**src/rtl/dac_spi_if.sv**
```systemverilog
// Parallel sample handshake plus serial DAC pins for dac_spi_tx.
// The master side supplies samples; the slave side drives the DAC.
interface dac_spi_if;
   logic [11:0] data_in;
   logic        data_valid;
   logic        ready;
   logic        busy;
   logic        done;
   logic        CS;
   logic        SCLK;
   logic        DIN;

   modport master (
      output data_in, data_valid,
      input  ready, busy, done, CS, SCLK, DIN
   );

   modport slave (
      input  data_in, data_valid,
      output ready, busy, done, CS, SCLK, DIN
   );
endinterface

```
**src/rtl/dac_spi_tx.sv**
```systemverilog
// 16-bit {CMD, data} SPI frame transmitter for a 12-bit DAC.
// Samples pass through a one-word holding buffer; every pin is registered.
module dac_spi_tx #(
   parameter int unsigned CLK_DIV    = 2,
   parameter int unsigned GAP_CYCLES = 4,
   parameter logic [3:0]  CMD        = 4'b0011
) (
   input logic      clk,
   input logic      rst,
   dac_spi_if.slave bus
);
   localparam int unsigned CW = $clog2(CLK_DIV + 1);
   localparam int unsigned GW = $clog2(GAP_CYCLES + 1);
   localparam logic [CW-1:0] HALF_END = CW'(CLK_DIV - 1);
   localparam logic [GW-1:0] GAP_END  = GW'(GAP_CYCLES - 1);

   typedef enum logic [2:0] {
      S_IDLE, S_SETUP, S_SHIFT, S_HOLD, S_GAP
   } state_t;

   state_t        r_state, w_state_nxt;
   logic [CW-1:0] r_cnt, w_cnt_nxt;
   logic [GW-1:0] r_gcnt, w_gcnt_nxt;
   logic [4:0]    r_bit, w_bit_nxt;
   logic          r_hi, w_hi_nxt;
   logic [15:0]   r_sh, w_sh_nxt;
   logic [11:0]   r_buf;
   logic          r_full, w_full_nxt;
   logic          r_ready, r_busy, r_done;
   logic          r_cs, r_sclk, r_din;
   logic          w_load, w_done_nxt, w_accept, w_half_end;
   logic          w_frame, w_cs_d, w_sclk_d, w_din_d;

   assign w_accept   = bus.data_valid && r_ready;
   assign w_half_end = (r_cnt == HALF_END);
   // The load wins over a new write; ready is already low while full.
   assign w_full_nxt = w_load ? 1'b0 : (w_accept ? 1'b1 : r_full);

   always_ff @(posedge clk or posedge rst) begin
      if (rst) begin
         r_state <= S_IDLE;
         r_cnt   <= '0;
         r_gcnt  <= '0;
         r_bit   <= '0;
         r_hi    <= 1'b0;
         r_sh    <= '0;
         r_buf   <= '0;
         r_full  <= 1'b0;
         r_ready <= 1'b1;
         r_busy  <= 1'b0;
         r_done  <= 1'b0;
         r_cs    <= 1'b1;
         r_sclk  <= 1'b0;
         r_din   <= 1'b0;
      end else begin
         r_state <= w_state_nxt;
         r_cnt   <= w_cnt_nxt;
         r_gcnt  <= w_gcnt_nxt;
         r_bit   <= w_bit_nxt;
         r_hi    <= w_hi_nxt;
         r_sh    <= w_sh_nxt;
         r_full  <= w_full_nxt;
         r_ready <= !w_full_nxt;
         r_busy  <= (w_state_nxt != S_IDLE);
         r_done  <= w_done_nxt;
         r_cs    <= w_cs_d;
         r_sclk  <= w_sclk_d;
         r_din   <= w_din_d;
         if (w_accept)
            r_buf <= bus.data_in;
      end
   end

   always_comb begin
      w_state_nxt = r_state;
      w_cnt_nxt   = r_cnt;
      w_gcnt_nxt  = r_gcnt;
      w_bit_nxt   = r_bit;
      w_hi_nxt    = r_hi;
      w_sh_nxt    = r_sh;
      w_load      = 1'b0;
      w_done_nxt  = 1'b0;
      unique case (r_state)
         S_IDLE: begin
            if (r_full) begin
               w_load      = 1'b1;
               w_sh_nxt    = {CMD, r_buf};
               w_cnt_nxt   = '0;
               w_state_nxt = S_SETUP;
            end
         end
         S_SETUP: begin
            if (w_half_end) begin
               w_cnt_nxt   = '0;
               w_hi_nxt    = 1'b1;
               w_bit_nxt   = '0;
               w_state_nxt = S_SHIFT;
            end else begin
               w_cnt_nxt = r_cnt + CW'(1);
            end
         end
         S_SHIFT: begin
            if (!w_half_end) begin
               w_cnt_nxt = r_cnt + CW'(1);
            end else begin
               w_cnt_nxt = '0;
               if (!r_hi) begin
                  w_hi_nxt = 1'b1;
               end else if (r_bit == 5'd15) begin
                  w_hi_nxt    = 1'b0;
                  w_state_nxt = S_HOLD;
               end else begin
                  // Falling edge: present the next bit for the next rise.
                  w_hi_nxt  = 1'b0;
                  w_bit_nxt = r_bit + 5'd1;
                  w_sh_nxt  = {r_sh[14:0], 1'b0};
               end
            end
         end
         S_HOLD: begin
            if (w_half_end) begin
               w_gcnt_nxt  = '0;
               w_done_nxt  = 1'b1;
               w_state_nxt = S_GAP;
            end else begin
               w_cnt_nxt = r_cnt + CW'(1);
            end
         end
         S_GAP: begin
            if (r_gcnt == GAP_END)
               w_state_nxt = S_IDLE;
            else
               w_gcnt_nxt = r_gcnt + GW'(1);
         end
         default: w_state_nxt = S_IDLE;
      endcase
   end

   // Pin values follow the state being entered, so they register in step.
   always_comb begin
      w_frame  = (w_state_nxt == S_SETUP) || (w_state_nxt == S_SHIFT)
              || (w_state_nxt == S_HOLD);
      w_cs_d   = !w_frame;
      w_sclk_d = (w_state_nxt == S_SHIFT) && w_hi_nxt;
      w_din_d  = w_frame && w_sh_nxt[15];
   end

   assign bus.ready = r_ready;
   assign bus.busy  = r_busy;
   assign bus.done  = r_done;
   assign bus.CS    = r_cs;
   assign bus.SCLK  = r_sclk;
   assign bus.DIN   = r_din;
endmodule
```
**src/flat_wrapper.sv**
```systemverilog
// flat-port wrapper written by rule: the top's interface ports become plain ports
module dac_spi_tx_flat 
#(
   parameter int unsigned CLK_DIV    = 2,
   parameter int unsigned GAP_CYCLES = 4,
   parameter logic [3:0]  CMD        = 4'b0011
)
  (clk, rst, bus_data_in, bus_data_valid, bus_ready, bus_busy, bus_done, bus_CS, bus_SCLK, bus_DIN);
  dac_spi_if bus_i ();
  input logic clk;
  input logic rst;
  input wire logic [$bits(bus_i.data_in)-1:0] bus_data_in;
  input wire logic [$bits(bus_i.data_valid)-1:0] bus_data_valid;
  output wire logic [$bits(bus_i.ready)-1:0] bus_ready;
  output wire logic [$bits(bus_i.busy)-1:0] bus_busy;
  output wire logic [$bits(bus_i.done)-1:0] bus_done;
  output wire logic [$bits(bus_i.CS)-1:0] bus_CS;
  output wire logic [$bits(bus_i.SCLK)-1:0] bus_SCLK;
  output wire logic [$bits(bus_i.DIN)-1:0] bus_DIN;
  assign bus_i.data_in = bus_data_in;
  assign bus_i.data_valid = bus_data_valid;
  assign bus_ready = bus_i.ready;
  assign bus_busy = bus_i.busy;
  assign bus_done = bus_i.done;
  assign bus_CS = bus_i.CS;
  assign bus_SCLK = bus_i.SCLK;
  assign bus_DIN = bus_i.DIN;
  dac_spi_tx #(.CLK_DIV(CLK_DIV), .GAP_CYCLES(GAP_CYCLES), .CMD(CMD)) u_core (.clk(clk), .rst(rst), .bus(bus_i));
endmodule
```
**config.mk**
```make
export PLATFORM = sky130hd
export DESIGN_NAME = dac_spi_tx_flat
export DESIGN_NICKNAME = d
export VERILOG_FILES = /design/src/rtl/dac_spi_if.sv /design/src/rtl/dac_spi_tx.sv /design/src/flat_wrapper.sv
export SDC_FILE = /design/constraint.sdc
export NUM_CORES = 1
export LEC_CHECK = 0
export CORE_ASPECT_RATIO = 1.2
export CORE_MARGIN = 5
export CORE_UTILIZATION = 40
export DETAILED_ROUTE_END_ITERATION = 12
export GPL_TIMING_DRIVEN = 0
export SLEW_MARGIN = 25
export SYNTH_ARGS = -nofsm -noshare
export SYNTH_HDL_FRONTEND = slang
export SYNTH_SLANG_ARGS = --single-unit
```
**constraint.sdc**
```tcl
create_clock -name clk -period 2.3 [get_ports clk]
set_input_delay 0.23 -clock clk [delete_from_list [all_inputs] [get_ports clk]]
set_output_delay 0.23 -clock clk [all_outputs]
set_load 0.03 [all_outputs]
```
==> flow_summary.json <==
{
  "grt_pass1_wl_mm": 7.866,
  "antenna_found_initial": 0,
  "synth_common_cells": "dfrtp_1 (47), a221o_1 (14), and2_1 (14)",
  "dieHeight_um": 91.90,
  "total_power_mw": 3.873,
  "top_usage_layer": "met2",
  "ant_nets": 0,
  "period_share_pct": 97.15,
  "synthArstFlopShare_pct": 100.0,
  "regToRegEndpoint": "u_core.r_sh[10]",
  "ff2ff_path_depth": 7,
  "cts_tree": "done",
  "root_buffer": "clkbuf_8",
  "numCtsBuffers": 5,
  "wire_per_inst_um": 15.97,
  "synth_top_flop_cell": "dfrtp_1",
  "n_fill_cell": 470,
  "grt_overflow": 0,
  "clk_pin_slew_ns": 0.09,
  "status": "completed",
  "yosysSeqAreaShare_pct": 54.95,
  "multiInputGateArea_sq_um": 933.4,
  "initial_core_util_pct": 41.64,
  "core_area_sq_um": 5370,
  "fin_area_sq_um": 2760,
  "cp_num_cells": 7,
  "worstPathArrival_ns": 2.42,
  "crit_path_start_kind": "register",
  "n_antenna_cell": 0,
  "grtUsageMet2_pct": 24.79,
  "nNetsFinal": 241,
  "ir_worst_vdd_v": 0.0005265,
  "worstReg2RegStart": "u_core.r_bit[1]",
  "die_area_sq_um": 7191,
  "clkSinkCount": 49,
  "critical_path.max_fanout": 5,
  "clk_path_buf_depth": 2,
  "die_x_um": 78.25,
  "min_period_ns": 2.234,
  "cpPeakStageDelay_ns": 0.52,
  "slew_headroom_pct": 66.06,
  "register_area_sq_um": 1229,
  "first_pass_iters": 4,
  "critical_path.top_delay_family": "compound AO/OA/AOI/OAI gates",
  "grt_pass1_vias": 1711,
  "startpoint": "u_core.r_bit[1]",
  "setup_tns_ns": 0,
  "timing.final.hold_violations": 0,
  "path_buf_inv": 1,
  "viasPerCell": 5.624,
  "place_area_sq_um": 2534,
  "vias": 1586,
  "routed_wirelength_mm": 4.504,
  "finalClockSkew_ns": 0.009754,
  "synth.most_common_cell": "dfrtp_1",
  "synth_fp_nets": 205,
  "use_met3_pct": 3.333,
  "worst_slew_pin_slew_ns": 0.5090,
  "place.gp.congestion": 0.7691,
  "max_freq_mhz": 447.6,
  "io_buffers": 20,
  "route.detailed.drc": 0,
  "synth_top_area_cell": "dfrtp_1",
  "yosys_warnings": 0,
  "yosysTopAreaCellShare_pct": 52.60,
  "slowest_stage": "a2111o_1",
  "r2r_slack_ns": 0.07,
  "rows": 29,
  "grt_usage_pct": 13.67,
  "avgSynthCellArea_sq_um": 12.22,
  "crit_path_end_kind": "register",
  "synth-edff-count": 0,
  "drt_iter0_markers": 111,
  "synth-seq-cells": 49,
  "syn_area_sq_um": 2236,
  "postCtsHoldBufs": 0,
  "grtUsageMet1_pct": 15.41,
  "clock_latency_ns": 0.30,
  "slew_violations": 0,
  "cp_cell_sequence": "ha_2, and3_4, ha_4, nand3b_4, a2111o_1, buf_4, a221o_1",
  "dp_hpwl_mm": 3.169,
  "drive_gt1_share_pct": 21.36,
  "io_pins": 21,
  "grt_max_degree": 36,
  "synth_area_leaders": "dfrtp_1 (53%), mux2_2 (6.5%), a221o_1 (6.3%)",
  "ys_types": 48,
  "power.density_nw_per_um2": 1403,
  "worstPathRequired_ns": 2.49,
  "max_cap_violations": 0,
  "hold_class": "input pin to asynchronous set/reset pin",
  "area_growth_pct": 23.45,
  "setup-violations-final": 0,
  "synthCells": 183,
  "power_leakage_nw": 1.264,
  "path_class": "register to register",
  "critPathCapture": "u_core.r_sh[10]",
  "htreeDepth": 2
}
==> power by group <==
group	internal, mW	switching [mW]	total, mW
clock network	0.432	0.282	0.714
registers	1.25	0.248	1.50
logic	0.845	0.813	1.66
total	2.53	1.34	3.87
==> area by class of cell <==
cell class | instances | share of cell area [%]
buffer | 11 | 2.085
clock buffer | 5 | 2.493
clock inverter | 3 | 2.357
inverter | 12 | 1.632
multi-input combinational | 111 | 33.82
sequential | 49 | 44.51
tap | 62 | 2.811
timing repair buffer | 29 | 10.29
==> placed cells by master, fill, tap and decap left out, types with 3 or more instances in the layout <==
cell type        netlist  final
clkbuf_1               4      4
buf_4                  1      8
buf_2                  4      4
nor2_1                 5      5
clkbuf_8               0      5
o21ai_0                3      3
ha_1                   7      5
inv_1                 12     11
a221o_1               14     14
clkdlybuf4s50_1        0     20
mux2_2                13     13
dfrtp_1               47     47
and2_1                14     14
a22o_1                 6      6
nand3_1                5      5
nand2_1                5      5
a21oi_1                4      4
==> worst min-delay path by stage <==
stage	to	slack, ns	cells past startpoint
final	u_core.r_hi	0.20	2
after global routing	u_core.r_hi	0.23	2
after CTS	u_core.r_hi	0.21	2
after detailed placement	u_core.r_sh[14]	0.49	1
after global placement	u_core.r_gcnt[0]	0.46	1
after floorplan	u_core.r_buf[10]	0.38	1
==> per-layer routing <==
layer | wire length, um | vias to the layer above
li1 | - | 745
met1 | 1817 | 791
met2 | 2445 | 40
met3 | 153 | 10
met4 | 87 | 0
met5 | 0 | -
==> logic make-up after synthesis <==
family | Yosys count | synth area share (%)
buffers and inverters | 23 | 4.588
multiplexers | 15 | 7.443
AO/OA/AOI/OAI | 42 | 15.67
adder cells (fa/ha/maj) | 7 | 3.917
flip-flops | 49 | 54.95
AND/OR/NAND/NOR | 46 | 13.04
XOR/XNOR | 1 | 0.3918
==> registers in the layout, indices dropped and copies added, names as in the netlist <==
register and count:
u_core.bus.CS 1, u_core.bus.DIN 1, u_core.bus.SCLK 1, u_core.bus.busy 1
u_core.bus.done 1, u_core.bus.ready 1, u_core.r_bit 5, u_core.r_buf 12
u_core.r_cnt 2, u_core.r_full 1, u_core.r_gcnt 3, u_core.r_hi 1
u_core.r_sh 16, u_core.r_state 3
==> per-stage QoR <==
step	worst slack (ns)	util [%]	hold WS [ns]	cells
after global routing	-0.02426	51.40	0.2316	282
after detailed placement	-0.1532	47.18	0.4867	266
after CTS	0.006799	50.72	0.2115	279
final	0.06562	51.40	0.2043	282
after global placement	-0.1079	46.81	0.4644	265
after floorplan	0.03715	-	0.3804	183
==> timing repair <==
item                                    4_1_cts  5_1_grt
cloned                                        1        0
resized for setup                             5        2
endpoints found under the setup margin       13       12
buffers inserted                              4        3
pin swaps                                     1        2
Power figures use the tool's default switching activity.
